### src/rtl/serial_pkg.sv
// Shared definitions for the 8-bit async serial link (sender and receiver).
// Holds the FSM state type, frame constants and the parity helper.
package serial_pkg;

    localparam int DATA_BITS           = 8;
    localparam int DEFAULT_BAUD_CYCLES = 5208;
    localparam int TIMER_WIDTH         = 13;

    typedef enum logic [2:0] {
        IDLE  = 3'd0,
        START = 3'd1,
        BITS  = 3'd2,
        PAR   = 3'd3,
        STOP  = 3'd4,
        ACK   = 3'd5
    } StateType;

    // Odd parity bit: makes the total number of ones (data + parity) odd.
    function automatic logic odd_parity(input logic [DATA_BITS-1:0] data);
        return ~^data;
    endfunction

endpackage

### src/rtl/baud_timer.sv
// Bit-period timer shared by the serial sender and receiver.
// Counts 0..BAUD_CYCLES-1; timerDone marks the last clock of a bit period
// and the count wraps to 0 on that same edge. clr holds the count at 0.
module baud_timer
    import serial_pkg::*;
#(
    parameter int BAUD_CYCLES = DEFAULT_BAUD_CYCLES
) (
    input  logic clk,
    input  logic clr,
    output logic timerDone
);

    logic [TIMER_WIDTH-1:0] count;

    assign timerDone = (count == TIMER_WIDTH'(BAUD_CYCLES - 1));

    // Free-running bit-period counter, cleared on request or at the end of a period.
    always_ff @(posedge clk) begin
        if (clr || timerDone) begin
            count <= '0;
        end else begin
            count <= count + TIMER_WIDTH'(1);
        end
    end

endmodule

### src/rtl/serial_sender.sv
// Transmitting end of the 8-bit async serial link.
// Frame: start(0), 8 data bits LSB first, [odd parity], stop(1).
// Byte-in uses a four-phase Send/Sent handshake.
// Build option SERIAL_SENDER_PARITY_EN: when defined the parity bit is sent
// (11-level frame); when undefined the frame is 8N1 (10 levels).
module serial_sender
    import serial_pkg::*;
#(
    parameter int BAUD_CYCLES = DEFAULT_BAUD_CYCLES
) (
    input  logic                 clk,
    input  logic                 Reset,
    input  logic                 Send,
    input  logic [DATA_BITS-1:0] Din,
    output logic                 Sent,
    output logic                 Sout
);

    StateType               cs, nextState;
    logic [DATA_BITS-1:0]   shift, nextShift;
    logic [2:0]             bitNum, nextBitNum;
    logic                   par, nextPar;
    logic                   nextSout, nextSent;
    logic                   timerClr, timerDone;

    baud_timer #(
        .BAUD_CYCLES(BAUD_CYCLES)
    ) bitTimer (
        .clk       (clk),
        .clr       (timerClr),
        .timerDone (timerDone)
    );

    // Next-state, datapath and line-level decode; outputs are taken from the
    // next state so Sout and Sent change on the same edge as cs.
    always_comb begin
        nextState  = cs;
        nextShift  = shift;
        nextBitNum = bitNum;
        nextPar    = par;
        timerClr   = 1'b0;
        nextSout   = 1'b1;
        nextSent   = 1'b0;

        case (cs)
            IDLE: begin
                timerClr = 1'b1;
                if (Send) begin
                    nextShift = Din;
                    nextPar   = odd_parity(Din);
                    nextState = START;
                end
            end
            START: begin
                if (timerDone) begin
                    nextState  = BITS;
                    nextBitNum = 3'd0;
                end
            end
            BITS: begin
                if (timerDone) begin
                    nextShift  = shift >> 1;
                    nextBitNum = bitNum + 3'd1;
                    if (bitNum == 3'd7) begin
`ifdef SERIAL_SENDER_PARITY_EN
                        nextState = PAR;
`else
                        nextState = STOP;
`endif
                    end
                end
            end
`ifdef SERIAL_SENDER_PARITY_EN
            PAR: begin
                if (timerDone) begin
                    nextState = STOP;
                end
            end
`endif
            STOP: begin
                if (timerDone) begin
                    nextState = ACK;
                end
            end
            ACK: begin
                timerClr = 1'b1;
                if (!Send) begin
                    nextState = IDLE;
                end
            end
            default: begin
                timerClr  = 1'b1;
                nextState = IDLE;
            end
        endcase

        if (Reset) begin
            timerClr = 1'b1;
        end

        case (nextState)
            START:   nextSout = 1'b0;
            BITS:    nextSout = nextShift[0];
            PAR:     nextSout = nextPar;
            default: nextSout = 1'b1;
        endcase
        nextSent = (nextState == ACK);
    end

    // State, shift register, bit counter and registered line outputs.
    always_ff @(posedge clk) begin
        if (Reset) begin
            cs     <= IDLE;
            shift  <= '0;
            bitNum <= 3'd0;
            par    <= 1'b0;
            Sout   <= 1'b1;
            Sent   <= 1'b0;
        end else begin
            cs     <= nextState;
            shift  <= nextShift;
            bitNum <= nextBitNum;
            par    <= nextPar;
            Sout   <= nextSout;
            Sent   <= nextSent;
        end
    end

endmodule

### config.mk
export PLATFORM = sky130hd
export DESIGN_NAME = serial_sender
export DESIGN_NICKNAME = d
export VERILOG_FILES = /design/src/rtl/serial_pkg.sv /design/src/rtl/baud_timer.sv /design/src/rtl/serial_sender.sv
export SDC_FILE = /design/constraint.sdc
export NUM_CORES = 1
export LEC_CHECK = 0
export BUFFER_PORTS_ARGS = -buffer_cell sky130_fd_sc_hd__buf_2
export CAP_MARGIN = 5
export CORE_MARGIN = 5
export CORE_UTILIZATION = 29
export DETAILED_ROUTE_END_ITERATION = 10
export GPL_ROUTABILITY_DRIVEN = 0
export GPL_TIMING_DRIVEN = 0
export MAX_ROUTING_LAYER = met4
export PLACE_DENSITY = 0.56
export SYNTH_ARGS = -nofsm -noshare
export SYNTH_HDL_FRONTEND = slang
export SYNTH_SLANG_ARGS = --single-unit
### constraint.sdc
create_clock -name clk -period 2 [get_ports clk]
set_input_delay 0 -clock clk [delete_from_list [all_inputs] [get_ports clk]]
set_output_delay 0 -clock clk [all_outputs]
set_load 0.005 [all_outputs]
======== Word level (Yosys, flattened, before mapping) ========
Cells that the tools add are included.
operators by class
  $add $sub $neg .......................... 2
  $mul .................................... 0
  divide/modulo/power cells ............... 0
  order comparisons ....................... 0
  eq/ne operators ......................... 13
  shift operators ......................... 0
  mux-type cells .......................... 18
  bitwise gates (word level) .............. 0
  reductions and logical operators ........ 8
operator list
  cell                   number
  $mux 3                 8
  $mux 8                 2
  $pmux 8 s2             1
  $pmux 3 s5             1
  $add 13x1->13 const B  1
  $eq 13x13->1 const B   1
  $eq 3x3->1 const B     4
  $eq 3x2->1 const B     3
  $reduce_xnor 8->1      1
  $eq 3x1->1 const B     2
  $pmux 3 s2             1
  $reduce_and 3->1       2
  $mux 1                 4
  $ne 2x1->1 const B     2
  $reduce_bool 2->1      2
  $add 3x1->3 const B    1
  $logic_not 3->1        1
  $pmux 1 s3             1
  $reduce_or 3->1        1
  $ne 2x2->1 const B     1
  $logic_or 1x1->1       1
word-level totals
  register bits ........................... 30
  latch bits .............................. 0
  memory bits (writable) .................. 0
  ROM bits ................................ 0
  bits of input ports ..................... 11
  memories kept ........................... 0

======== Logic depth before layout (Yosys ltp) ========
  depth in word-level cells ............... 6
  depth in mapped cells ................... 7
  gate-level depth less buffers ........... 6

======== Cells and area by module ========
A second synthesis with hierarchy kept.
second synthesis, totals
  cells, all modules ...................... 144
  area total of the unflattened synthesis .. 1418.9 µm²
modules (own cells, without submodules)
  module         instances  cells an instance  area an instance (µm²)  sequential area each (µm²)
  serial_sender  1          79                 800.8                   320.3
  baud_timer     1          65                 618.1                   260.2

======== Worst setup path before layout ========
OpenSTA, ideal clock, no wires.
  kind .................................... reg2reg
  start ................................... register bitTimer.count[8]
  end ..................................... register Sent
  setup time .............................. 121 ps
  arrival ................................. 1611 ps
  data required time ...................... 1879 ps
  path slack .............................. 268 ps
  stages on the path, launching flop included .. 6
  path buffers ............................ 0
  clock period less this slack ............ 1732 ps
  path through ............................ dfxtp_1 -> or4b_4 -> nor3_2 -> mux2i_1 -> o31a_1 -> nor3_2
between the ends
  cells in the longest elaborated chain, start to end .. 4
  elaborated cells between the ends (all ways) .. 6
RTL lines
  element                           RTL line                                                       RTL
  start, declared                   baud_timer.sv:14                                               logic [TIMER_WIDTH-1:0] count;
  start signal, assigned            baud_timer.sv:23                                               count <= count + TIMER_WIDTH'(1);
  $eq 13x13->1 (*)                  baud_timer.sv:16                                               assign timerDone = (count == TIMER_WIDTH'(BAUD_CYCLES - 1));
  $mux 3, on equally long branches  serial_sender.sv:81, serial_sender.sv:55, serial_sender.sv:61
  $pmux 3 s5 (*)                    serial_sender.sv:45                                            case (cs)
  $eq 3x3->1 (*)                    serial_sender.sv:107                                           nextSent = (nextState == ACK);
  end signal, assigned              serial_sender.sv:125                                           Sent <= nextSent;
  end, declared                     serial_sender.sv:15                                            output logic Sent,
Every way passes the cells marked *; elsewhere a longest branch is shown, timed or not.
A chain may end at the register's enable or synchronous reset.

======== Worst setup path in the final report ========
  start ................................... register bitTimer.count[9]
  end ..................................... register Sout
between the ends
  cells in the longest elaborated chain, start to end .. 5
  elaborated cells between the ends (all ways) .. 11
RTL lines
  element                                   RTL line                                                       RTL
  $eq 13x13->1 (*)                          baud_timer.sv:16
  $mux 3, on equally long branches          serial_sender.sv:81, serial_sender.sv:55, serial_sender.sv:61
  $pmux 3 s5                                serial_sender.sv:45
  $eq 3x2->1 or $eq 3x1->1 (tied branches)  serial_sender.sv:101                                           case (nextState)
  $pmux 1 s3 (*)                            serial_sender.sv:101
  end signal, assigned                      serial_sender.sv:124                                           Sout <= nextSout;
  end, declared                             serial_sender.sv:16                                            output logic Sout
Every way passes the cells marked *; elsewhere a longest branch is shown, timed or not. The select of a mux whose other input is x is not followed.

==> impl_metrics.env <==
export IMPL_synth_common_cells="dfxtp_1, nor2_1, nand2_1"
export IMPL_clock_latency_ps=280
export IMPL_die_height_um=77.9
export IMPL_drc_errors=0
export IMPL_fmax_mhz=516
export IMPL_hold_start="Din[5]"
export IMPL_synth_net_count=166
export IMPL_post_drt_via_cell_ratio=4.78
export IMPL_htree_levels=2
export IMPL_clk_pin_slew_ps=60
export IMPL_n_antenna_cell=0
export IMPL_grt_pass1_wl_um=4570
export IMPL_synth_seq_cells=29
export IMPL_num_vias=1095
export IMPL_tns_ps=0
export IMPL_hold_class="in2reg"
export IMPL_fillers=459
export IMPL_synth_async_reset_ratio_pct=0
export IMPL_p_leak_nw=0.619
export IMPL_grt_pass1_vias=1066
export IMPL_r2r_start="bitTimer.count[9]$_SDFF_PP0_"
export IMPL_critPathMaxFanout=6
export IMPL_setup_viol=0
export IMPL_synth_distinct_cells=38
export IMPL_clock_sinks=29
export IMPL_antenna_found_initial=0
export IMPL_firstDrtPassIters=4
export IMPL_start_util_pct=30.3
export IMPL_yosys_warnings=0
export IMPL_synth_top_area_share_pct=43.4
export IMPL_slew_violations=0
export IMPL_io_buffers=12
export IMPL_finalHoldViolations=0
export IMPL_die_x_um=77.9
export IMPL_register_area_um2=581
export IMPL_area_delta_synth_final_pct=22.1
export IMPL_overflow=0
export IMPL_endpoint_kind="flop"
export IMPL_r2r_setup_slack_ps=60
export IMPL_wl_um=2640
export IMPL_maxSlewHeadroom_pct=72.3
export IMPL_r2r_cells=5
export IMPL_grtUsageTotal_pct=9.94
export IMPL_status="complete, no violations"
export IMPL_synth_edf_count=0
export IMPL_vdd_drop_max_uv=223
export IMPL_drive_gt1_share_pct=19.8
export IMPL_drt_iter0_markers=30
export IMPL_hold_end="shift[5]$_SDFFE_PP0P_"
export IMPL_fin_crit_sh_pct=97.0
export IMPL_synth_most_common_cell="dfxtp_1"
export IMPL_maxCapViolCount=0
export IMPL_yosysSeqAreaShare_pct=43.4
export IMPL_cp_arrival_ps=2160
export IMPL_grt_start_max_net_pins=11
export IMPL_synthFlopType="dfxtp_1"
export IMPL_cts_buffers=5
export IMPL_hpwlAfterDp_um=1850
export IMPL_syn_mean_instance_area_um2=8.79
export IMPL_worst_setup_path_start_kind="flop"
export IMPL_fin_util_pct=37.0
export IMPL_clk_path_buf_depth=2
export IMPL_rr_endpoint="Sout$_SDFF_PP1_"
export IMPL_power_density_nw_per_um2=738
export IMPL_cts_tree="built"
export IMPL_hold_depth=3
export IMPL_multiInputGateArea_um2=736
export IMPL_pin_count=13
export IMPL_fp_row_count=24
export IMPL_synth_top_cell_by_area="dfxtp_1"
export IMPL_core_um2=4410
export IMPL_synth_area_leaders="dfxtp_1, nor2_1, a21oi_1"
export IMPL_nets=190
export IMPL_dieArea_um2=6070
export IMPL_ant_nets=0
export IMPL_post_drt_wl_per_cell_um=11.5
export IMPL_clock_skew_final_ps=8.41
export IMPL_clockRootBuffer="clkbuf_8"
export IMPL_fin_crit_ps=1940
export IMPL_synth_area_um2=1340
export IMPL_required_ps=2220
export IMPL_worstMarginPinSlew_ps=416
export IMPL_netlist_instances=152
export IMPL_worst_setup_path_type="reg2reg"
-- worst max path at each step --
stage	startpoint	to	slack, ps	cells past startpoint
4_1_cts	bitTimer.count[0]$_SDFF_PP0_	Sout$_SDFF_PP1_	0.4	6
3_5_place_dp	bitTimer.count[0]$_SDFF_PP0_	Sout$_SDFF_PP1_	30	6
6_report	bitTimer.count[9]$_SDFF_PP0_	Sout$_SDFF_PP1_	60	5
5_1_grt	bitTimer.count[9]$_SDFF_PP0_	Sout$_SDFF_PP1_	-30	5
2_1_floorplan	bitTimer.count[8]$_SDFF_PP0_	Sent$_SDFF_PP0_	270	5
3_3_place_gp	bitTimer.count[8]$_SDFF_PP0_	Sout$_SDFF_PP1_	-0.2	5
-- cells by family after synthesis --
family / count (synthesis) / synth area share (%)
AOI/OAI and AO/OA: 29 / 14.2
xor gates and xnor gates: 12 / 7.87
adders and majority gates: 3 / 2.81
buffers and inverters: 10 / 3.18
DFF: 29 / 43.4
muxes: 1 / 0.749
and+or+nand+nor: 68 / 27.7
-- layer usage --
layer	vias to the layer above	wire [um]	global-route usage, %
li1	575	-	-
met3	6	85	3.94
met4	0	80	6.19
met1	505	1280	10.9
met5	-	0	-
met2	9	1190	14.9
-- critical path, cell delays in order, from the launching register on --
cell and delay (ps):
dfxtp_1 350, or4b_4 580, nor3_4 330, mux2i_1 230, o31a_1 250, a21o_1 140
-- layout make-up --
cell class / count / share of cell area, %
Tap cell: 52 / 3.99
Clock inverter: 1 / 0.307
Clock buffer: 7 / 5.90
Sequential cell: 29 / 35.6
Timing Repair Buffer: 17 / 6.29
Inverter: 4 / 0.920
Buffer: 6 / 1.92
Multi-Input combinational cell: 113 / 45.1
-- through the flow --
step | area, um^2 | cells | total power [mW] | worst slack (ps) | hold slack [ps]
floorplan | 1340 | 152 | 0.661 | 268 | 69.1
global placement | 1460 | 216 | 0.688 | -0.159 | 258
detailed placement | 1460 | 216 | 0.687 | 31.1 | 261
CTS | 1580 | 226 | 1.22 | 0.406 | 4.57
global route | 1630 | 229 | 1.26 | -32.4 | 28.9
finish | 1630 | 229 | 1.20 | 61.0 | 7.81
-- where the power goes --
part / leakage (nW) / total, mW / internal [mW] / switching, mW
logic: 0.329 / 0.0790 / 0.0360 / 0.0430
registers: 0.236 / 0.600 / 0.593 / 0.00647
clock network: 0.0542 / 0.526 / 0.310 / 0.216
total: 0.619 / 1.20 / 0.939 / 0.265
-- flip-flops by register name, indices dropped and copies added, names as in the netlist --
| register | cells |
|---|---|
| Sent | 1 |
| bitTimer.count | 13 |
| bitNum | 3 |
| Sout | 1 |
| cs | 3 |
| shift | 8 |
-- layout by cell type (no fill, tap or decap), drive strengths merged --
cell         instances
clkinv               1
nor3                 3
dfxtp               29
a22oi                8
xor2                 6
nand2               15
or3b                 2
or3                  2
nand4                3
nand4b               1
nand4bb              1
nor4b                1
o21ai                2
buf                 17
a21o                 1
nor4                 1
nor2b                1
o21bai               1
or4b                 1
clkbuf              11
inv                  4
xnor2                6
nor2                26
o31a                 1
a2bb2oi              1
o21a                 1
a21oi               13
and2                 2
mux2i                1
nand3                3
nand2b               4
nor3b                2
dlygate4sd3          2
ha                   3
o221ai               1
-- timing repair --
action / in CTS / in global routing
resized for setup: 0 / 5
hold endpoints to repair: 4 / 0
endpoints found under the setup margin: 0 / 21
hold buffers: 2 / 0
setup buffers: 0 / 3
(Power assumes the default switching activity.)
